**src/rtl/quadrature_decoder_if.sv**
```systemverilog
`default_nettype none
// ============================================================================
// Module   : quadrature_decoder_if
// Purpose  : Bus bundle between the encoder front end and quadrature_decoder.
//            master = sampling/control side, slave = decoder side.
// Revision : 1.0  initial release
// ============================================================================
interface quadrature_decoder_if #(
    parameter int POS_WIDTH = 16
) ();
    logic                 sample_en;
    logic                 enc_a;
    logic                 enc_b;
    logic                 clear;
    logic                 up;
    logic                 down;
    logic [POS_WIDTH-1:0] position;
    logic                 error;

    modport master (
        output sample_en, enc_a, enc_b, clear,
        input  up, down, position, error
    );

    modport slave (
        input  sample_en, enc_a, enc_b, clear,
        output up, down, position, error
    );
endinterface
`default_nettype wire

```
**src/rtl/quadrature_decoder.sv**
```systemverilog
`default_nettype none
// ============================================================================
// Module   : quadrature_decoder
// Purpose  : Full-resolution quadrature decoder. Synchronises the raw A/B
//            pins, optionally filters them, tracks the Gray-code state,
//            accumulates sub-steps into detents and produces up/down pulses,
//            a wrapping position count and a sticky illegal-transition flag.
// Options  : QUADRATURE_GLITCH_FILTER_EN - per-pin stability filter that only
//            accepts a pin change after FILTER_CYCLES consecutive strobes.
// Revision : 1.0  initial release
// ============================================================================
module quadrature_decoder #(
    parameter int DETENT_STEPS  = 4,
    parameter int FILTER_CYCLES = 3,
    parameter int POS_WIDTH     = 16
) (
    input  logic                 clk,
    input  logic                 rst_n,
    quadrature_decoder_if.slave  bus
);
    // Sub-step accumulator must hold +/-DETENT_STEPS transiently (max 4).
    localparam int SUB_W = 4;
    localparam logic signed [SUB_W-1:0] c_detent = SUB_W'(DETENT_STEPS);
    localparam logic signed [SUB_W-1:0] c_one    = SUB_W'(1);

    // Map {A,B} onto its position in the CW cycle 00->10->11->01.
    function automatic logic [1:0] gray_idx(input logic [1:0] ab);
        return {ab[0], ab[1] ^ ab[0]};
    endfunction

    logic [1:0] sync1_q;
    logic [1:0] sync2_q;
    logic [1:0] cur_ab;

    // Two-flop synchronizer for both pins, runs every clock.
    always_ff @(posedge clk or negedge rst_n) begin
        if (!rst_n) begin
            sync1_q <= 2'b00;
            sync2_q <= 2'b00;
        end else begin
            sync1_q <= {bus.enc_a, bus.enc_b};
            sync2_q <= sync1_q;
        end
    end

`ifdef QUADRATURE_GLITCH_FILTER_EN
    localparam int CNT_W = (FILTER_CYCLES > 1) ? $clog2(FILTER_CYCLES) : 1;

    for (genvar gi = 0; gi < 2; gi++) begin : g_filter
        logic [CNT_W-1:0] cnt_q;
        logic             acc_q;

        // Accept a new pin level only after FILTER_CYCLES consecutive strobes.
        always_ff @(posedge clk or negedge rst_n) begin
            if (!rst_n) begin
                cnt_q <= '0;
                acc_q <= 1'b0;
            end else if (bus.sample_en) begin
                if (sync2_q[gi] != acc_q) begin
                    if (cnt_q == CNT_W'(FILTER_CYCLES - 1)) begin
                        acc_q <= sync2_q[gi];
                        cnt_q <= '0;
                    end else begin
                        cnt_q <= cnt_q + CNT_W'(1);
                    end
                end else begin
                    cnt_q <= '0;
                end
            end
        end

        assign cur_ab[gi] = acc_q;
    end
`else
    // Without the filter the synchronizer output is used directly on strobes.
    assign cur_ab = sync2_q;
`endif

    logic [1:0]              prev_q,   prev_d;
    logic                    primed_q, primed_d;
    logic signed [SUB_W-1:0] sub_q,    sub_d;
    logic                    up_q,     up_d;
    logic                    down_q,   down_d;
    logic                    error_q,  error_d;
    logic [POS_WIDTH-1:0]    pos_q,    pos_d;
    logic signed [SUB_W-1:0] sub_step;
    logic [1:0]              delta;
    logic                    illegal;

    // Decode the Gray-code step, accumulate into detents, apply clear.
    always_comb begin
        prev_d   = prev_q;
        primed_d = primed_q;
        sub_d    = sub_q;
        up_d     = 1'b0;
        down_d   = 1'b0;
        error_d  = error_q;
        pos_d    = pos_q;
        sub_step = sub_q;
        illegal  = 1'b0;
        delta    = gray_idx(cur_ab) - gray_idx(prev_q);

        if (bus.sample_en) begin
            prev_d = cur_ab;
            if (!primed_q) begin
                primed_d = 1'b1;
            end else begin
                case (delta)
                    2'd1:    sub_step = sub_q + c_one;
                    2'd3:    sub_step = sub_q - c_one;
                    2'd2: begin
                        illegal  = 1'b1;
                        sub_step = '0;
                    end
                    default: sub_step = sub_q;
                endcase

                if (sub_step == c_detent) begin
                    sub_d = '0;
                    up_d  = 1'b1;
                    pos_d = pos_q + POS_WIDTH'(1);
                end else if (sub_step == -c_detent) begin
                    sub_d  = '0;
                    down_d = 1'b1;
                    pos_d  = pos_q - POS_WIDTH'(1);
                end else begin
                    sub_d = sub_step;
                end
            end
        end

        // Clear overrides the count; a same-cycle illegal step keeps error set.
        if (bus.clear) begin
            pos_d   = '0;
            error_d = 1'b0;
        end
        if (illegal) begin
            error_d = 1'b1;
        end
    end

    // Decoder state registers.
    always_ff @(posedge clk or negedge rst_n) begin
        if (!rst_n) begin
            prev_q   <= 2'b00;
            primed_q <= 1'b0;
            sub_q    <= '0;
            up_q     <= 1'b0;
            down_q   <= 1'b0;
            error_q  <= 1'b0;
            pos_q    <= '0;
        end else begin
            prev_q   <= prev_d;
            primed_q <= primed_d;
            sub_q    <= sub_d;
            up_q     <= up_d;
            down_q   <= down_d;
            error_q  <= error_d;
            pos_q    <= pos_d;
        end
    end

    assign bus.up       = up_q;
    assign bus.down     = down_q;
    assign bus.position = pos_q;
    assign bus.error    = error_q;
endmodule
`default_nettype wire
```
**src/flat_wrapper.sv**
```systemverilog
// flat-port wrapper written by rule: the top's interface ports become plain ports
module quadrature_decoder_flat 
#(
    parameter int DETENT_STEPS  = 4,
    parameter int FILTER_CYCLES = 3,
    parameter int POS_WIDTH     = 16
)
  (clk, rst_n, bus_sample_en, bus_enc_a, bus_enc_b, bus_clear, bus_up, bus_down, bus_position, bus_error);
  quadrature_decoder_if #(.POS_WIDTH(POS_WIDTH)) bus_i ();
  input  logic clk;
  input  logic rst_n;
  input wire logic [$bits(bus_i.sample_en)-1:0] bus_sample_en;
  input wire logic [$bits(bus_i.enc_a)-1:0] bus_enc_a;
  input wire logic [$bits(bus_i.enc_b)-1:0] bus_enc_b;
  input wire logic [$bits(bus_i.clear)-1:0] bus_clear;
  output wire logic [$bits(bus_i.up)-1:0] bus_up;
  output wire logic [$bits(bus_i.down)-1:0] bus_down;
  output wire logic [$bits(bus_i.position)-1:0] bus_position;
  output wire logic [$bits(bus_i.error)-1:0] bus_error;
  assign bus_i.sample_en = bus_sample_en;
  assign bus_i.enc_a = bus_enc_a;
  assign bus_i.enc_b = bus_enc_b;
  assign bus_i.clear = bus_clear;
  assign bus_up = bus_i.up;
  assign bus_down = bus_i.down;
  assign bus_position = bus_i.position;
  assign bus_error = bus_i.error;
  quadrature_decoder #(.DETENT_STEPS(DETENT_STEPS), .FILTER_CYCLES(FILTER_CYCLES), .POS_WIDTH(POS_WIDTH)) u_core (.clk(clk), .rst_n(rst_n), .bus(bus_i));
endmodule
```
**config.mk**
```make
export PLATFORM = sky130hd
export DESIGN_NAME = quadrature_decoder_flat
export DESIGN_NICKNAME = d
export VERILOG_FILES = /design/src/rtl/quadrature_decoder_if.sv /design/src/rtl/quadrature_decoder.sv /design/src/flat_wrapper.sv
export SDC_FILE = /design/constraint.sdc
export NUM_CORES = 1
export LEC_CHECK = 0
export BUFFER_PORTS_ARGS = -buffer_cell sky130_fd_sc_hd__buf_2
export CAP_MARGIN = 15
export CELL_PAD_IN_SITES_DETAIL_PLACEMENT = 0
export CELL_PAD_IN_SITES_GLOBAL_PLACEMENT = 1
export CORE_MARGIN = 2
export CORE_UTILIZATION = 47
export CTS_BUF_LIST = sky130_fd_sc_hd__clkbuf_8
export CTS_CLUSTER_SIZE = 12
export DETAILED_ROUTE_END_ITERATION = 12
export PLACE_DENSITY = 0.93
export SKIP_LAST_GASP = 1
export SYNTH_ARGS = -nofsm -noshare
export SYNTH_HDL_FRONTEND = slang
export SYNTH_SLANG_ARGS = --single-unit
```
**constraint.sdc**
```tcl
create_clock -name clk -period 6.5 [get_ports clk]
set_input_delay 0.65 -clock clk [delete_from_list [all_inputs] [get_ports clk]]
set_output_delay 0.65 -clock clk [all_outputs]
set_load 0.02 [all_outputs]
```
==> impl_metrics.yaml <==
clocking:
  cts_tree: "built"
  root_buffer: "clkbuf_8"
  path_clk_slew_ps: 70
  post_cts_buffers: 0
  cts_inserted_buffers: 5
  h-tree-depth: 2
  cts_sinks: 30
  cts.hold.buffers_added: 0
  clockBufferDepth: 2
  clock_latency_ps: 280
  cts-resized-gates: 0
drt:
  routedWlPerCell_um: 14.5
  drtAntennaViolNets: 0
  drc_errors: 0
  via_count: 1789
  totalWireLength_mm: 4.50
  drt_iter0_drc: 137
  first_pass_iters: 4
  vias_per_cell: 5.77
synth:
  synth-seq-area-share: 0.338
  netlist_top_cells_area: "dfrtp_1 34%, ha_1 10%, nand2_1 4.4%"
  synth_area_um2: 2220
  netlist_instances: 231
  synth-edff-count: 0
  yosys.area.top_type: "dfrtp_1"
  synth_cell_types: 59
  dominantRegCellSynth: "dfrtp_1"
  avgSynthCellArea_um2: 9.63
  synth_top_area_share: 0.338
  synth_seq_cells: 30
  async_reset_ff_frac: 1.00
  syn-num-nets: 256
  yosysWarningCount: 0
finish:
  drive_above_1_share: 0.234
  fin_util: 0.529
  fin_cells: 310
  finalNetCount: 280
  syn2layout_area_growth_pct: 10.2
  stdcell_area_um2: 2450
  insertedDiodeCount: 0
floorplanning:
  ios: 25
  dieArea_um2: 5300
  die_h_um: 72.8
  die_x_um: 72.8
  core-area_um2: 4630
  num_rows: 25
  initial_core_util: 0.480
sta:
  rsz0062_at_grt: "false"
  max_freq_ghz: 0.194
  finalCritPeriodShare: 0.793
  timing.hold.ws_ps: 360
  setup_ws_ps: 1350
  slew_viol_final: 0
  hold_viol: 0
  finalCriticalPeriod_ps: 5150
  setup_tns_ps: 0
  skew_ps: 6.29
  maxSlewHeadroom: 0.545
  tightest_slew_ps: 682
  setup-violations-final: 0
status:
  status: "complete, no violations"
placement:
  gp_congestion: 0.844
  post-place-ws_ps: 1360
  dp_hpwl_mm: 3.24
  port-buffer-count: 24
  dp.cells: 302
  placed_area_um2: 2360
global_route:
  grt_pass1_vias: 1680
  grt-ovfl-total: 0
  grtUsageTotal: 0.187
  grt_max_degree: 31
  grt_pass1_wl_mm: 7.78
  antenna_found_initial: 0
power_and_ir_drop:
  p_total_mw: 1.15
  powerDensity_nw_per_um2: 469
  p_leak_nw: 1.14
  ir_drop_uv: 259
worst_setup_path:
  crit_arrival_ps: 5300
  start_kind: "flop"
  critPathRequiredTime_ps: 6650
  end_kind: "flop"
  critPathKind: "reg -> reg"
  crit_fanout: 17
min_path:
  hp-class: "reg -> reg"
run:
  cap_violations: 0
## path summary, 6_finish.rpt
check | from | endpoint | slack (ps) | depth (start not counted)
setup / recovery | u_core.cur_ab[0] | u_core.bus.position[14] | 1350 | 19
hold / removal | u_core.sync1_q[0] | u_core.cur_ab[0] | 360 | 0
setup reg to reg | u_core.cur_ab[0] | u_core.bus.position[14] | 1350 | 19
hold reg to reg | u_core.sync1_q[0] | u_core.cur_ab[0] | 360 | 0
max in group asynchronous | rst_n | u_core.bus.position[5] | 5650 | 1
min in group asynchronous | rst_n | u_core.sub_q[1] | 410 | 1
## final cells by class
cell class | instances | area, µm²
fill | 427 | 2180
multi-input combinational | 184 | 1380
sequential | 30 | 751
timing repair buffer | 24 | 120
clock buffer | 6 | 82.6
tap | 54 | 67.6
inverter | 10 | 37.5
clock inverter | 2 | 12.5
## logic make-up (layout without fill, tap and decap cells)
logic type	Yosys count	in the layout	share of synthesized area
flip-flops	30	30	0.338
buffers and inverters	17	42	0.0416
adder cells (fa/ha/maj)	19	19	0.110
multiplexers	4	4	0.0203
AO/OA/AOI/OAI	64	64	0.213
XOR/XNOR	14	14	0.0703
AND/OR/NAND/NOR	83	83	0.207
## synthesized netlist by cell type (2+ instances only)
master / count
mux2_2: 4
buf_1: 2
or3_1: 4
nand3_1: 6
o21a_1: 3
a21o_2: 2
a21o_1: 7
a31oi_1: 4
inv_1: 10
nand2b_1: 2
nand3_2: 2
a21oi_1: 17
nor2b_1: 5
xnor2_1: 8
nand2_1: 26
xor2_1: 4
nand3b_1: 2
o31ai_1: 2
nor2_1: 18
ha_1: 18
o21ai_0: 8
a211oi_2: 3
a21oi_2: 3
dfrtp_1: 30
o221a_2: 2
nor3b_1: 2
nor3_1: 5
## routing by layer
metal | share of wire | vias up | track usage
met5 | 0 | - | 0
met4 | 0.0093 | 0 | 0.0494
met3 | 0.034 | 4 | 0.0428
met2 | 0.48 | 32 | 0.303
met1 | 0.48 | 861 | 0.251
li1 | - | 892 | -
## report_power, final
part           switching [mW]  total (mW)  internal, mW
logic                   0.402       0.723         0.321
clock network          0.0755       0.161        0.0850
registers              0.0458       0.266         0.221
## cell usage in the layout, fill, tap and decap left out, types with 6 or more instances in the layout
| cell type | Yosys | layout |
|---|---|---|
| a21o_1 | 7 | 7 |
| a21oi_1 | 17 | 17 |
| buf_2 | 1 | 24 |
| clkbuf_8 | 0 | 6 |
| dfrtp_1 | 30 | 30 |
| ha_1 | 18 | 18 |
| inv_1 | 10 | 10 |
| nand2_1 | 26 | 26 |
| nand3_1 | 6 | 6 |
| nor2_1 | 18 | 18 |
| o21ai_0 | 8 | 8 |
| xnor2_1 | 8 | 8 |
## critical path, stage by stage, from the launching register on
cell and delay [ps]:
dfrtp_1 430, xnor2_1 190, ha_1 190, xnor3_2 530
nor2_1 150, xnor2_1 130, ha_1 320, nand2_1 90
o22ai_1 170, nor3_2 100, o32ai_4 280, nand2_1 470
ha_1 530, nand3_1 100, a21oi_1 170, o21ai_0 220
a311o_1 390, a32oi_1 270, nand3_1 100, nor4b_2 170
## flip-flops by register name, summed over array words and instances, names as in the netlist, 2 cells and up
register	cells
u_core.bus.position	16
u_core.sub_q	4
u_core.cur_ab	2
u_core.prev_q	2
u_core.sync1_q	2
(Power assumes the default switching activity.)
